[src/rtl/div_pkg.sv]
// Shared constants for the radix-2 restoring divider: FSM states, flag
// encodings and the default operand width.
package div_pkg;

    typedef enum logic [1:0] {
        DIV_FREE    = 2'd0,
        DIV_BY_ZERO = 2'd1,
        DIV_ON      = 2'd2,
        DIV_END     = 2'd3
    } div_state_e;

    localparam logic DIV_RESULT_READY     = 1'b1;
    localparam logic DIV_RESULT_NOT_READY = 1'b0;
    localparam logic DIV_START            = 1'b1;
    localparam logic DIV_STOP             = 1'b0;

    localparam int DEFAULT_WIDTH = 32;

endpackage

[src/rtl/div.sv]
// Multi-cycle DIV/DIVU unit for the execute stage: radix-2 restoring division,
// one quotient bit per clock, result returned as {remainder, quotient}.
module div
    import div_pkg::*;
#(
    parameter int WIDTH = DEFAULT_WIDTH
) (
    input  logic               clk,
    input  logic               rst,
    input  logic               signed_div_i,
    input  logic [WIDTH-1:0]   opdata1_i,
    input  logic [WIDTH-1:0]   opdata2_i,
    input  logic               start_i,
    input  logic               annul_i,
    output logic [2*WIDTH-1:0] result_o,
    output logic               ready_o,
    output div_state_e         dbg_state
);

    localparam int CW = $clog2(WIDTH);

    // Handshake: EX raises start_i and holds it (with operands valid on the
    // accepting edge) until it sees ready_o; result_o is valid only while
    // ready_o=1 and stays stable until start_i drops, which releases the unit.

    div_state_e state, state_nxt;

    logic [WIDTH-1:0]   dividend_q;
    logic [WIDTH-1:0]   divisor_q;
    logic [WIDTH-1:0]   rem_q;
    logic [CW-1:0]      cnt;
    logic               neg_quot;
    logic               neg_rem;

    logic               accept;
    logic               divisor_zero;
    logic               last_iter;
    logic [WIDTH-1:0]   op1_abs;
    logic [WIDTH-1:0]   op2_abs;
    logic [WIDTH:0]     trial;
    logic [WIDTH:0]     diff;
    logic               qbit;
    logic [WIDTH-1:0]   rem_nxt;
    logic [WIDTH-1:0]   quot_nxt;
    logic [WIDTH-1:0]   quot_fix;
    logic [WIDTH-1:0]   rem_fix;
    logic               ready_d;
    logic [2*WIDTH-1:0] result_d;

    assign accept       = (start_i == DIV_START) && !annul_i;
    assign divisor_zero = (opdata2_i == '0);
    assign last_iter    = (cnt == CW'(WIDTH - 1));

    assign op1_abs = (signed_div_i && opdata1_i[WIDTH-1]) ? ('0 - opdata1_i) : opdata1_i;
    assign op2_abs = (signed_div_i && opdata2_i[WIDTH-1]) ? ('0 - opdata2_i) : opdata2_i;

    // The dividend register doubles as the quotient: its MSB feeds the
    // partial remainder while each new quotient bit enters at the LSB.
    assign trial    = {rem_q, dividend_q[WIDTH-1]};
    assign diff     = trial - {1'b0, divisor_q};
    assign qbit     = ~diff[WIDTH];
    assign rem_nxt  = qbit ? diff[WIDTH-1:0] : trial[WIDTH-1:0];
    assign quot_nxt = {dividend_q[WIDTH-2:0], qbit};
    assign quot_fix = neg_quot ? ('0 - quot_nxt) : quot_nxt;
    assign rem_fix  = neg_rem  ? ('0 - rem_nxt)  : rem_nxt;

    assign dbg_state = state;

    always_ff @(posedge clk or negedge rst) begin
        if (!rst) begin
            state <= DIV_FREE;
        end else begin
            state <= state_nxt;
        end
    end

    always_comb begin
        state_nxt = state;
        unique case (state)
            DIV_FREE: begin
                if (accept) begin
                    state_nxt = divisor_zero ? DIV_BY_ZERO : DIV_ON;
                end
            end
            DIV_BY_ZERO: state_nxt = DIV_END;
            DIV_ON: begin
                if (annul_i) begin
                    state_nxt = DIV_FREE;
                end else if (last_iter) begin
                    state_nxt = DIV_END;
                end
            end
            DIV_END: begin
                if (start_i == DIV_STOP) begin
                    state_nxt = DIV_FREE;
                end
            end
            default: state_nxt = DIV_FREE;
        endcase
    end

    always_comb begin
        ready_d  = ready_o;
        result_d = result_o;
        unique case (state)
            DIV_FREE: begin
                ready_d  = DIV_RESULT_NOT_READY;
                result_d = '0;
            end
            DIV_BY_ZERO: begin
                ready_d  = DIV_RESULT_READY;
                result_d = '0;
            end
            DIV_ON: begin
                if (!annul_i && last_iter) begin
                    ready_d  = DIV_RESULT_READY;
                    result_d = {rem_fix, quot_fix};
                end else begin
                    ready_d  = DIV_RESULT_NOT_READY;
                    result_d = '0;
                end
            end
            DIV_END: begin
                if (start_i == DIV_STOP) begin
                    ready_d  = DIV_RESULT_NOT_READY;
                    result_d = '0;
                end
            end
            default: begin
                ready_d  = DIV_RESULT_NOT_READY;
                result_d = '0;
            end
        endcase
    end

    always_ff @(posedge clk or negedge rst) begin
        if (!rst) begin
            ready_o  <= DIV_RESULT_NOT_READY;
            result_o <= '0;
        end else begin
            ready_o  <= ready_d;
            result_o <= result_d;
        end
    end

    always_ff @(posedge clk or negedge rst) begin
        if (!rst) begin
            dividend_q <= '0;
            divisor_q  <= '0;
            rem_q      <= '0;
            cnt        <= '0;
            neg_quot   <= 1'b0;
            neg_rem    <= 1'b0;
        end else if (state == DIV_FREE && accept && !divisor_zero) begin
            dividend_q <= op1_abs;
            divisor_q  <= op2_abs;
            rem_q      <= '0;
            cnt        <= '0;
            neg_quot   <= signed_div_i && (opdata1_i[WIDTH-1] ^ opdata2_i[WIDTH-1]);
            neg_rem    <= signed_div_i && opdata1_i[WIDTH-1];
        end else if (state == DIV_ON && !annul_i) begin
            dividend_q <= quot_nxt;
            rem_q      <= rem_nxt;
            cnt        <= cnt + 1'b1;
        end
    end

endmodule

[config.mk]
export PLATFORM = sky130hd
export DESIGN_NAME = div
export DESIGN_NICKNAME = d
export VERILOG_FILES = /design/src/rtl/div_pkg.sv /design/src/rtl/div.sv
export SDC_FILE = /design/constraint.sdc
export NUM_CORES = 1
export LEC_CHECK = 0
export CAP_MARGIN = 40
export CORE_MARGIN = 5
export CORE_UTILIZATION = 60
export CTS_CLUSTER_DIAMETER = 60
export DETAILED_ROUTE_END_ITERATION = 12
export HOLD_SLACK_MARGIN = 0.15
export PLACE_DENSITY = 0.87
export SLEW_MARGIN = 40
export SYNTH_ARGS = -nofsm -noshare
export SYNTH_HDL_FRONTEND = slang
export SYNTH_SLANG_ARGS = --single-unit
[constraint.sdc]
create_clock -name clk -period 8.9 [get_ports clk]
set_input_delay 1.78 -clock clk [delete_from_list [all_inputs] [get_ports clk]]
set_output_delay 1.78 -clock clk [all_outputs]
set_load 0.01 [all_outputs]
### Yosys cells after proc, flatten, opt, wreduce, memory -nomap -nowiden

Cells that the tools add are included.

* register bits after elaboration: 170
* output and inout bits: 67

* multiplexer cells: 23
* equality and inequality tests: 7
* reduce and logical (&&, ||, !) cells: 15
* $add $sub $neg: 6
* bitwise logic cells: 2

Operators with widths (count)
* $mux 32: 9
* $pmux 64 s3: 1
* $mux 64: 2
* $sub 1x32->32 const A: 4
* $sub 33x32->33: 1
* $logic_not 32->1: 1
* $mux 2: 5
* $mux 5: 2
* $logic_and 1x1->1: 8
* $pmux 2 s4: 1
* $add 5x1->5 const B: 1
* $eq 5x5->1 const B: 1
* $eq 2x2->1 const B: 2
* $ne 2x2->1 const B: 2
* $pmux 1 s4: 1
* $ne 3x3->1 const B: 1
* $reduce_and 3->1: 1
* $eq 2x1->1 const B: 1
* $logic_not 1->1: 2
* $logic_not 2->1: 1
* $mux 1: 2
* $reduce_bool 2->1: 1
* $reduce_or 2->1: 1
* $not 1->1: 1
* $xor 1x1->1: 1

### Logic depth before layout (Yosys ltp)

* depth after elaboration: 6
* depth in mapped cells: 24

### Worst setup path before layout

No wires, ideal clock.

* path type: reg2reg
* start: register dividend_q[31]
* end: register result_o[56]
* clock period less this slack: 4.913 ns
* data arrival time: 4.783 ns
* slack: 3.987 ns
* required time: 8.770 ns
* setup time: 0.130 ns
* cell stages (with the launch flop): 24
* cells stage by stage: dfrtp_1 inv_1 ha_1 inv_1 fa_1 a211oi_4 o211ai_2 nand2_1 o41ai_1 nor4_2 nor2_4 inv_2 clkbuf_1 buf_2 buf_1 nor2_1 a21oi_1 ha_1 nand3_1 nor4_1 a41oi_1 o41ai_1 xnor2_1 o21ai_1

* longest elaborated chain between the ends: 6

RTL lines
* start, declared: line div.sv:28 `logic [WIDTH-1:0] dividend_q;`
* start signal, assigned: line div.sv:155 `dividend_q <= op1_abs;`
* start signal, assigned: line div.sv:162 `dividend_q <= quot_nxt;`
* $sub 33x32->33: line div.sv:60 `assign diff = trial - {1'b0, divisor_q};`
* $mux 32 (*): line div.sv:62 `assign rem_nxt = qbit ? diff[WIDTH-1:0] : trial[WIDTH-1:0];`
* $sub 1x32->32: line div.sv:65 `assign rem_fix = neg_rem ? ('0 - rem_nxt) : rem_nxt;`
* $mux 32 (*): line div.sv:65
* $mux 64 (*): line div.sv:115 `if (!annul_i && last_iter) begin`
* $pmux 64 s3 (*): line div.sv:105 `unique case (state)`
* end signal, assigned: line div.sv:142 `result_o <= result_d;`
* end, declared: line div.sv:15 `output logic [2*WIDTH-1:0] result_o,`

Mark *: on every way between the ends. The rest lies on a longest branch, timed or not.
A chain may end at the register's enable or synchronous reset.

### Worst setup path after layout

* start: register dividend_q[31]
* end: register result_o[54]

Same word-level chain as after synthesis.

==> impl_metrics.csv <==
group,metric,value,unit
status,status,"finished clean",
place,dp.cells,1787,
sta,timing.final.crit_share,68.8,%
sta,final_max_slew_viol_count,0,
sta,hold_viol,0,
setup_path,critPathMaxFanout,38,
global_routing,overflow,0,
sta,max_freq,0.163,GHz
yosys,async_flop_share,100,%
setup_path,worst-r2r-cell-count,19,
finish,area_growth,17.5,%
sta,slew_headroom,40.6,%
cts,cts_tree,"built",
sta,tightestPinTransition,884,ps
place,place_ws,2500,ps
setup_path,cp.required,9190,ps
place,io_buffers,135,
pwr,leakagePower,5.84,nW
yosys,yosysTopAreaCellShare,35.4,%
setup_path,startpoint_type,"flop",
yosys,syn_area,0.0120,mm^2
cts,cts_setup_buffers,0,
global_routing,grt_antenna_before_repair,0,
global_routing,gr-usage-met2,48.0,%
floorplan,core,0.0196,mm^2
floorplan,start_util,61.3,%
floorplan,num_io_pins,136,
finish,drive_gt1_share,3.93,%
place,gp_congestion,0.948,
setup_path,path_delay_family,"compound AO/OA/AOI/OAI gates",
setup_path,critPathArrivalTime,6400,ps
pwr,powerDensity,420,mW/mm^2
finish,antenna_cells,0,
floorplan,fp.dieArea,0.0229,mm^2
floorplan,die_w,151,um
sta,skew,12.0,ps
setup_path,rrSetupSlack,2780,ps
yosys,synth_nets,1572,
yosys,synth.avg_cell_area,8.22,um^2
cts,clkTransAtPathRegs,70,ps
place,dp_hpwl,24.5,mm
detailed_routing,drc,0,
yosys,yosysTopAreaCell,"dfrtp_1",
yosys,seq_area_frac_synth,35.4,%
yosys,synth.area.top_cells,"dfrtp_1 35%, o21ai_0 7.7%, nand2_1 6.6%",
yosys,synth_warnings,0,
sta,rsz0062_at_grt,"false",
cts,cts_max_path_buffers,2,
pwr,irDropWorstVdd,0.320,mV
hold_path,min_from,"result_o[51]",
hold_path,whs_endpoint,"result_o[51]",
sta,finalSetupTns,0,ps
detailed_routing,via_per_inst,6.23,
yosys,synth_ff_type,"dfrtp_1",
hold_path,hold_depth,2,
cts,cts_hold_buf,0,
finish,nets,1654,
floorplan,die_height,151,um
detailed_routing,drtIter0Drc,973,
pwr,power,5.93,mW
setup_path,slowest_stage,"nor4_2",
finish,fin_cells,1819,
cts,cts_buffers,17,
detailed_routing,wl_per_cell,18.6,um
cts,post_cts_resized,0,
sta,period_minus_slack,6120,ps
floorplan,rows,51,
global_routing,grtUsageMet1,40.7,%
global_routing,grt_pass1_vias,10891,
job,maxCapViolations,0,
detailed_routing,vias,11332,
detailed_routing,ant_nets,0,
setup_path,path_cells,"inv_1, ha_1, inv_1, fa_1, a211oi_4, o211ai_2, nand2_1, o41ai_1, nor4_2, nor2_4, inv_2, mux2i_1, ha_1, nand3_1, nor4_1, a41oi_1, o31ai_1, xnor2_1, o21ai_0",
cts,ctsRootBufferMaster,"clkbuf_16",
detailed_routing,drt_first_pass_iters,6,
sta,whs,473,ps
setup_path,critPathKind,"reg -> reg",
setup_path,cpPeakStageDelay,790,ps
cts,clock_sinks,170,
global_routing,grt-busiest-layer,"met2",
global_routing,grt_util_all_layers,29.6,%
detailed_routing,totalWireLength,33.9,mm
global_routing,grt_first_pass_wirelength,54.6,mm
cts,h-tree-depth,4,
sta,setup_viol_count_final,0,
setup_path,r2r-start,"dividend_q[31]",
global_routing,grt_max_degree,121,
setup_path,endpoint_kind,"flop",
sta,setup_slack,2780,ps
setup_path,cp_num_buf_inv,3,
yosys,syn_inst,1460,
yosys,synth_edf_count,0,
setup_path,r2r-end,"result_o[54]",
global_routing,gr-usage-met3,4.19,%
cts,clock_latency,440,ps
yosys,synth-seq-cells,170,
yosys,synth.distinct_cells,71,
hold_path,hold_path.class,"reg -> reg",
[cells in the mapped netlist, drive strengths merged (3+ instances only)]
| cell type | count |
|---|---|
| dfrtp | 170 |
| nor3 | 27 |
| xnor2 | 77 |
| inv | 60 |
| nand2b | 5 |
| o2111ai | 3 |
| and2 | 13 |
| a41oi | 4 |
| a31oi | 8 |
| ha | 42 |
| o21bai | 5 |
| xor2 | 70 |
| o31ai | 33 |
| o211ai | 7 |
| nand4 | 17 |
| nor4 | 20 |
| nand3b | 3 |
| or3 | 14 |
| o31a | 5 |
| and3 | 7 |
| a21o | 11 |
| nor2 | 112 |
| mux2i | 54 |
| clkbuf | 66 |
| a21boi | 5 |
| o21ai | 189 |
| or4 | 21 |
| a21oi | 75 |
| nor2b | 7 |
| o21a | 4 |
| buf | 15 |
| nand2 | 211 |
| o41ai | 10 |
| and3b | 3 |
| nand3 | 15 |
| a211oi | 36 |
| a311oi | 5 |
[state kept, by name, indices dropped and copies added (netlist names)]
signal      count
result_o       64
divisor_q      32
neg_rem         1
neg_quot        1
dividend_q     32
dbg_state       2
rem_q          32
cnt             5
ready_o         1
[layer usage]
metal	wire [um]	share of wire, %
met1	14300	42
met2	16100	47
met3	2520	7.4
met4	1030	3.0
met5	0	0
[area by class of cell]
cell class	instances	area, um^2
clock buffer	20	447
clock inverter	11	159
fill	1514	5480
inverter	60	225
multi-input combinational	1149	7230
sequential	170	4260
tap	265	332
timing repair buffer	144	1460
[per-stage QoR]
| step | util [%] | cell area [um^2] |
|---|---|---|
| 2_1_floorplan | - | 12000 |
| 3_3_place_gp | 68.6 | 13400 |
| 3_5_place_dp | 68.7 | 13500 |
| 4_1_cts | 71.8 | 14100 |
| 5_1_grt | 72.0 | 14100 |
| 6_report | 72.0 | 14100 |
[how the worst max path moves through the flow]
stage | startpoint | cells after the start | endpoint | slack (ps)
floorplan | dividend_q[31] | 23 | result_o[56] | 3990
global placement | opdata2_i[7] | 12 | divisor_q[0] | 2580
detailed placement | opdata2_i[6] | 12 | divisor_q[0] | 2500
CTS | opdata2_i[6] | 12 | divisor_q[0] | 2870
global route | dividend_q[31] | 19 | result_o[58] | 2490
finish | dividend_q[31] | 19 | result_o[54] | 2780
[tightest hold or removal path, stage by stage (launching register included)]
cell and delay, ps:
dfrtp_1 340, nand2_1 50, o21ai_0 60
[cell families (layout without fill, tap and decap cells)]
logic type      count (synthesis)  in the layout  share of synthesized area, %
fa+ha+maj                      43             43                          4.54
mux                            56             56                          4.69
flops                         170            170                          35.4
compound gates                421            421                          21.5
xor+xnor                      147            147                          10.7
simple gates                  482            482                          18.5
buf+inv                       141            235                          4.56
[layout by cell type, fill, tap and decap left out, types with 27 or more instances in the layout]
master and count:
nand2_1 211, o21ai_0 184, dfrtp_1 168, clkdlybuf4s50_1 134, nor2_1 110, xnor2_1 77, a21oi_1 75, xor2_1 70
inv_1 59, mux2i_1 54, ha_1 42, a211oi_1 34, o31ai_1 32, nor3_1 27
[report_power, final]
part,switching (mW),internal (mW),total (mW)
combinational,2.41,1.44,3.85
clock,0.327,0.453,0.780
sequential,0.301,1.00,1.30
(Power assumes the default switching activity.)
